**src/rtl/micro_sequencer_if.sv**
```systemverilog
// Sequencer-side bundle: microword fields, flags and handshake in,
// control-store index, status and performance counters out.
interface micro_sequencer_if #(
  parameter int CNT_W = 16
);
  logic             start;
  logic             stall;
  logic [7:0]       addr_in;
  logic             jmpc;
  logic             z_en;
  logic             z;
  logic [7:0]       opcode;
  logic [7:0]       mpc;
  logic             z_sel;
  logic             running;
  logic             done;
  logic [CNT_W-1:0] ucycle_cnt;
  logic [CNT_W-1:0] instr_cnt;

  modport master (
    output start, stall, addr_in, jmpc, z_en, z, opcode,
    input  mpc, z_sel, running, done, ucycle_cnt, instr_cnt
  );

  modport slave (
    input  start, stall, addr_in, jmpc, z_en, z, opcode,
    output mpc, z_sel, running, done, ucycle_cnt, instr_cnt
  );
endinterface

```
**src/rtl/micro_sequencer.sv**
```systemverilog
// Next-address sequencer: owns MPC and Z select for the 512-entry control
// store, with start/stall/done handshake and saturating cycle/dispatch counters.
module micro_sequencer #(
  parameter logic [7:0] RESET_MPC = 8'h00,
  parameter logic [7:0] END_ADDR  = 8'hAA,
  parameter int         CNT_W     = 16
) (
  input  logic               clk,
  input  logic               rst,
  micro_sequencer_if.slave   bus
);

  typedef enum logic [1:0] {S_IDLE, S_RUN, S_STALL, S_DONE} state_t;

  state_t           r_state, w_state_nxt;
  logic [7:0]       r_mpc, w_mpc_nxt;
  logic             r_zsel, w_zsel_nxt;
  logic [CNT_W-1:0] r_ucnt, w_ucnt_nxt;
  logic [CNT_W-1:0] r_icnt, w_icnt_nxt;
  logic             r_running, w_running_nxt;
  logic             r_done, w_done_nxt;

  logic [7:0]       w_tgt;
  logic             w_z_tgt;
  logic             w_adv;
  logic             w_restart;

  function automatic logic [CNT_W-1:0] sat_inc(input logic [CNT_W-1:0] v);
    return (&v) ? v : v + CNT_W'(1);
  endfunction

  assign w_tgt     = bus.jmpc ? bus.opcode : bus.addr_in;
  assign w_z_tgt   = bus.z_en & bus.z;
  // Stall outranks both the advance and END detection.
  assign w_adv     = (r_state == S_RUN) && !bus.stall;
  assign w_restart = ((r_state == S_IDLE) || (r_state == S_DONE)) && bus.start;

  always_ff @(posedge clk or posedge rst) begin
    if (rst) begin
      r_state   <= S_IDLE;
      r_mpc     <= RESET_MPC;
      r_zsel    <= 1'b0;
      r_ucnt    <= '0;
      r_icnt    <= '0;
      r_running <= 1'b0;
      r_done    <= 1'b0;
    end else begin
      r_state   <= w_state_nxt;
      r_mpc     <= w_mpc_nxt;
      r_zsel    <= w_zsel_nxt;
      r_ucnt    <= w_ucnt_nxt;
      r_icnt    <= w_icnt_nxt;
      r_running <= w_running_nxt;
      r_done    <= w_done_nxt;
    end
  end

  always_comb begin
    w_state_nxt = r_state;
    unique case (r_state)
      S_IDLE:  if (bus.start) w_state_nxt = S_RUN;
      S_RUN: begin
        if (bus.stall)             w_state_nxt = S_STALL;
        else if (w_tgt == END_ADDR) w_state_nxt = S_DONE;
      end
      S_STALL: if (!bus.stall) w_state_nxt = S_RUN;
      S_DONE:  if (bus.start) w_state_nxt = S_RUN;
      default: w_state_nxt = S_IDLE;
    endcase
  end

  always_comb begin
    w_mpc_nxt  = r_mpc;
    w_zsel_nxt = r_zsel;
    w_ucnt_nxt = r_ucnt;
    w_icnt_nxt = r_icnt;
    if (w_restart) begin
      w_mpc_nxt  = RESET_MPC;
      w_zsel_nxt = 1'b0;
      w_ucnt_nxt = '0;
      w_icnt_nxt = '0;
    end else if (w_adv) begin
      w_mpc_nxt  = w_tgt;
      w_zsel_nxt = w_z_tgt;
      w_ucnt_nxt = sat_inc(r_ucnt);
      if (bus.jmpc) w_icnt_nxt = sat_inc(r_icnt);
    end
    w_running_nxt = (w_state_nxt == S_RUN) || (w_state_nxt == S_STALL);
    w_done_nxt    = (w_state_nxt == S_DONE);
  end

  assign bus.mpc        = r_mpc;
  assign bus.z_sel      = r_zsel;
  assign bus.running    = r_running;
  assign bus.done       = r_done;
  assign bus.ucycle_cnt = r_ucnt;
  assign bus.instr_cnt  = r_icnt;

endmodule

```
**src/flat_wrapper.sv**
```systemverilog
// flat-port wrapper written by rule: the top's interface ports become plain ports
module micro_sequencer_flat 
#(
  parameter logic [7:0] RESET_MPC = 8'h00,
  parameter logic [7:0] END_ADDR  = 8'hAA,
  parameter int         CNT_W     = 16
)
  (clk, rst, bus_start, bus_stall, bus_addr_in, bus_jmpc, bus_z_en, bus_z, bus_opcode, bus_mpc, bus_z_sel, bus_running, bus_done, bus_ucycle_cnt, bus_instr_cnt);
  micro_sequencer_if #(.CNT_W(CNT_W)) bus_i ();
  input  logic clk;
  input  logic rst;
  input wire logic [$bits(bus_i.start)-1:0] bus_start;
  input wire logic [$bits(bus_i.stall)-1:0] bus_stall;
  input wire logic [$bits(bus_i.addr_in)-1:0] bus_addr_in;
  input wire logic [$bits(bus_i.jmpc)-1:0] bus_jmpc;
  input wire logic [$bits(bus_i.z_en)-1:0] bus_z_en;
  input wire logic [$bits(bus_i.z)-1:0] bus_z;
  input wire logic [$bits(bus_i.opcode)-1:0] bus_opcode;
  output wire logic [$bits(bus_i.mpc)-1:0] bus_mpc;
  output wire logic [$bits(bus_i.z_sel)-1:0] bus_z_sel;
  output wire logic [$bits(bus_i.running)-1:0] bus_running;
  output wire logic [$bits(bus_i.done)-1:0] bus_done;
  output wire logic [$bits(bus_i.ucycle_cnt)-1:0] bus_ucycle_cnt;
  output wire logic [$bits(bus_i.instr_cnt)-1:0] bus_instr_cnt;
  assign bus_i.start = bus_start;
  assign bus_i.stall = bus_stall;
  assign bus_i.addr_in = bus_addr_in;
  assign bus_i.jmpc = bus_jmpc;
  assign bus_i.z_en = bus_z_en;
  assign bus_i.z = bus_z;
  assign bus_i.opcode = bus_opcode;
  assign bus_mpc = bus_i.mpc;
  assign bus_z_sel = bus_i.z_sel;
  assign bus_running = bus_i.running;
  assign bus_done = bus_i.done;
  assign bus_ucycle_cnt = bus_i.ucycle_cnt;
  assign bus_instr_cnt = bus_i.instr_cnt;
  micro_sequencer #(.RESET_MPC(RESET_MPC), .END_ADDR(END_ADDR), .CNT_W(CNT_W)) u_core (.clk(clk), .rst(rst), .bus(bus_i));
endmodule
```
**config.mk**
```make
export PLATFORM = sky130hd
export DESIGN_NAME = micro_sequencer_flat
export DESIGN_NICKNAME = d
export VERILOG_FILES = /design/src/rtl/micro_sequencer_if.sv /design/src/rtl/micro_sequencer.sv /design/src/flat_wrapper.sv
export SDC_FILE = /design/constraint.sdc
export NUM_CORES = 1
export LEC_CHECK = 0
export CAP_MARGIN = 20
export CORE_ASPECT_RATIO = 0.5
export CORE_UTILIZATION = 30
export CTS_BUF_LIST = sky130_fd_sc_hd__clkbuf_16
export CTS_CLUSTER_DIAMETER = 60
export DETAILED_ROUTE_END_ITERATION = 16
export PLACE_DENSITY = 0.59
export SYNTH_ARGS = -nofsm -noshare
export SYNTH_HDL_FRONTEND = slang
export SYNTH_SLANG_ARGS = --single-unit
```
**constraint.sdc**
```tcl
create_clock -name clk -period 1.8 [get_ports clk]
set_input_delay 0.18 -clock clk [delete_from_list [all_inputs] [get_ports clk]]
set_output_delay 0.18 -clock clk [all_outputs]
set_load 0.05 [all_outputs]
```
==> run summary, run 1 <==
Area growth from synthesis to layout -> 45.08%
Routability cong. -> 0.8214
Mapped Cells -> 261
Endpoints failing hold -> 0
CORE AREA -> 0.008058 mm^2
Clk sinks -> 45
Setup TNS -> 0 ps
Clock buffer count from CTS -> 5
Detailed placement HPWL -> 4775 um
# port buffers -> 65
Top_reg_cell synth -> dfrtp_1
Worst-skew pair later-pin latency -> 280 ps
Period minus WS final -> 1756 ps
Max-cap check violation count -> 0
GRT Residual Overflow -> 0
Vias post-DR -> 2,232
Leakage power -> 1.530 nW
CP required -> 1620 ps
Layout Nets -> 376
Avg Cell Area, Syn -> 9.655 um^2
Die width -> 131.6 um
Top cells by count, synth -> dfrtp_1, nor2_1, nand2_1
Die ar. -> 0.008792 mm^2
Routed WL -> 6484 um
Placed cell count -> 451
Slew @ Worst Pin -> 517.1 ps
Top cells by area, synth -> dfrtp_1, nor2_1, xnor2_1
Synth cell types -> 43
Rows -> 23
R2R setup slack -> 60 ps
Root Driver -> clkbuf_16
WP buf/inv -> 2
Unrepaired setup endpoints after global routing -> true
Outcome -> complete, no violations
DR vias/cell -> 4.863
Initial drt markers -> 105
Final period utilization -> 0.9758
Max incr delay on CP -> 800 ps
Syn. warnings -> 0
Detailed-route DRC error count -> 0
Most frequent cell after synthesis -> dfrtp_1
CP Class -> flip-flop to primary output
Number of global-route vias before repair -> 2,196
Hold_buf cts -> 0
#FFs+latches synth -> 45
Rel. slew slack -> 0.6542
Pwr dens -> 1062 mW/mm^2
Routed Antenna Nets -> 0
DR pass1 iterations -> 4
Synthesized Nets -> 290
Pin count of the biggest net entering global routing -> 46
Final std cells w/o fill -> 459
Slew Viols, Final -> 0
Synth top area share -> 0.4469
CP Capture Type -> primary output
Maximum VDD drop -> 611.6 uV
Worst clock skew -> 6.977 ps
Gr usage total -> 0.1544
H-tree Lvls -> 2
Startpoint Class -> flip-flop
Starting Density -> 0.3127
WL/cell -> 14.13 um
Slowest CP cell -> clkdlybuf4s50_1
Clock transition at the registers of the reported paths -> 60 ps
Crit Path Max Fanout -> 4
Crit path max-delay family -> buffers and inverters
Synth Cell Area -> 0.002520 mm^2
First-pass GRT wire length -> 10,650 um
Setup violators final -> 0
Leading area contributor after synthesis -> dfrtp_1
Crit-path cells -> buf_4, clkdlybuf4s50_1
Min-delay worst type -> primary input to asynchronous set/reset pin
Max Freq -> 569.3 MHz
Register area share after synthesis -> 0.4469
Ratio of cells with drive above 1 in the final layout -> 0.2104
Ys async rst share -> 1.000
CTS max path bufs -> 2
Initial antenna violation count -> 0
Die height -> 66.81 um
Antenna diodes -> 0
CTS tree -> built
Ports -> 66
Worst Path Arrival -> 1580 ps
Fin util -> 0.4537
EDFF count, synth -> 0
-- where the power goes --
group | internal (mW) | total, mW | switching (mW) | leakage [nW]
Sequential | 1.17 | 1.27 | 0.0999 | 0.605
Clock | 0.497 | 0.868 | 0.371 | 0.0685
Combinational | 0.654 | 1.74 | 1.09 | 0.856
Total | 2.32 | 3.88 | 1.56 | 1.53
-- worst paths after layout --
path	from	to	cells after the start
max	u_core.bus.ucycle_cnt[1]	bus_ucycle_cnt[1]	2
min	rst	u_core.bus.instr_cnt[14]	3
max reg2reg	u_core.r_state[0]	u_core.bus.running	6
min reg2reg	u_core.bus.z_sel	u_core.bus.z_sel	2
max in group asynchronous	rst	u_core.bus.ucycle_cnt[0]	3
min in group clk	bus_z	u_core.bus.z_sel	3
-- flip-flops by register name (all words and copies together) (netlist names) --
name / flops
u_core.r_state: 2
u_core.bus.done: 1
u_core.bus.mpc: 8
u_core.bus.ucycle_cnt: 16
u_core.bus.running: 1
u_core.bus.instr_cnt: 16
u_core.bus.z_sel: 1
-- kinds of logic (layout without fill, tap and decap cells) --
| logic type | count (synthesis) | after routing | synth area share |
|---|---|---|---|
| compound gates | 39 | 39 | 0.09881 |
| xor+xnor | 23 | 23 | 0.07994 |
| buf+inv | 15 | 101 | 0.02681 |
| mux | 9 | 9 | 0.03575 |
| flops | 45 | 45 | 0.4469 |
| simple gates | 124 | 124 | 0.2820 |
| fa+ha+maj | 6 | 6 | 0.02979 |
-- area by class of cell --
cell class	instances	area, um^2
fill	770	4402
sequential	45	1134
tap	112	140.1
clock buffer	5	125.1
clock inverter	2	7.507
multi-input combinational	201	1416
timing repair buffer	87	807.0
inverter	7	26.28
-- worst reg2reg max path, delay by kind of cell (launching register included) --
kind / cells / cell delay, ps
adder cells (fa/ha/maj): 2 / 610
flip-flops: 1 / 390
AO/OA/AOI/OAI: 2 / 390
AND/OR/NAND/NOR: 1 / 180
buffers and inverters: 1 / 70
-- metal layers --
metal / wire [um] / global-route usage / part of all wire / vias to the layer above
li1: - / - / - / 1103
met1: 3088 / 0.2037 / 0.48 / 1089
met2: 3121 / 0.2560 / 0.48 / 36
met3: 206 / 0.03272 / 0.032 / 4
met4: 67 / 0.04651 / 0.010 / 0
met5: 0 / 0 / 0 / -
-- stage by stage --
stage	setup WS [ps]	hold slack (ps)	power [mW]	area [um^2]
global placement	-179.0	515.2	2.957	3451
CTS	9.609	261.0	3.888	3586
floorplan	13.04	306.0	2.363	2556
finish	43.61	240.0	3.883	3656
detailed placement	-257.5	519.6	3.004	3451
global route	-41.08	273.0	4.114	3656
-- placed cells by master, fill, tap and decap left out, types with 9 or more instances in the layout --
| cell | netlist | layout |
|---|---|---|
| nand3_1 | 11 | 10 |
| dfrtp_1 | 45 | 39 |
| clkdlybuf4s50_1 | 0 | 52 |
| a21oi_1 | 14 | 13 |
| mux2i_1 | 9 | 9 |
| nand4_1 | 10 | 10 |
| xnor2_1 | 17 | 17 |
| a211oi_1 | 9 | 9 |
| buf_4 | 0 | 30 |
| nand2_1 | 18 | 18 |
| nor2_1 | 44 | 44 |
-- timing repair --
item	CTS	global route
buffers inserted	0	1
gates resized for setup	3	16
endpoints found under the setup margin	6	18
Power figures use the tool's default switching activity.
==> inputs of run 2 (changes only) <==
Settings changed: CTS_CLUSTER_DIAMETER 60 to 100, SLEW_MARGIN set to 10.
==> results of run 2 <==
The final DEF is identical to that of run 1; final timing and power are the same.
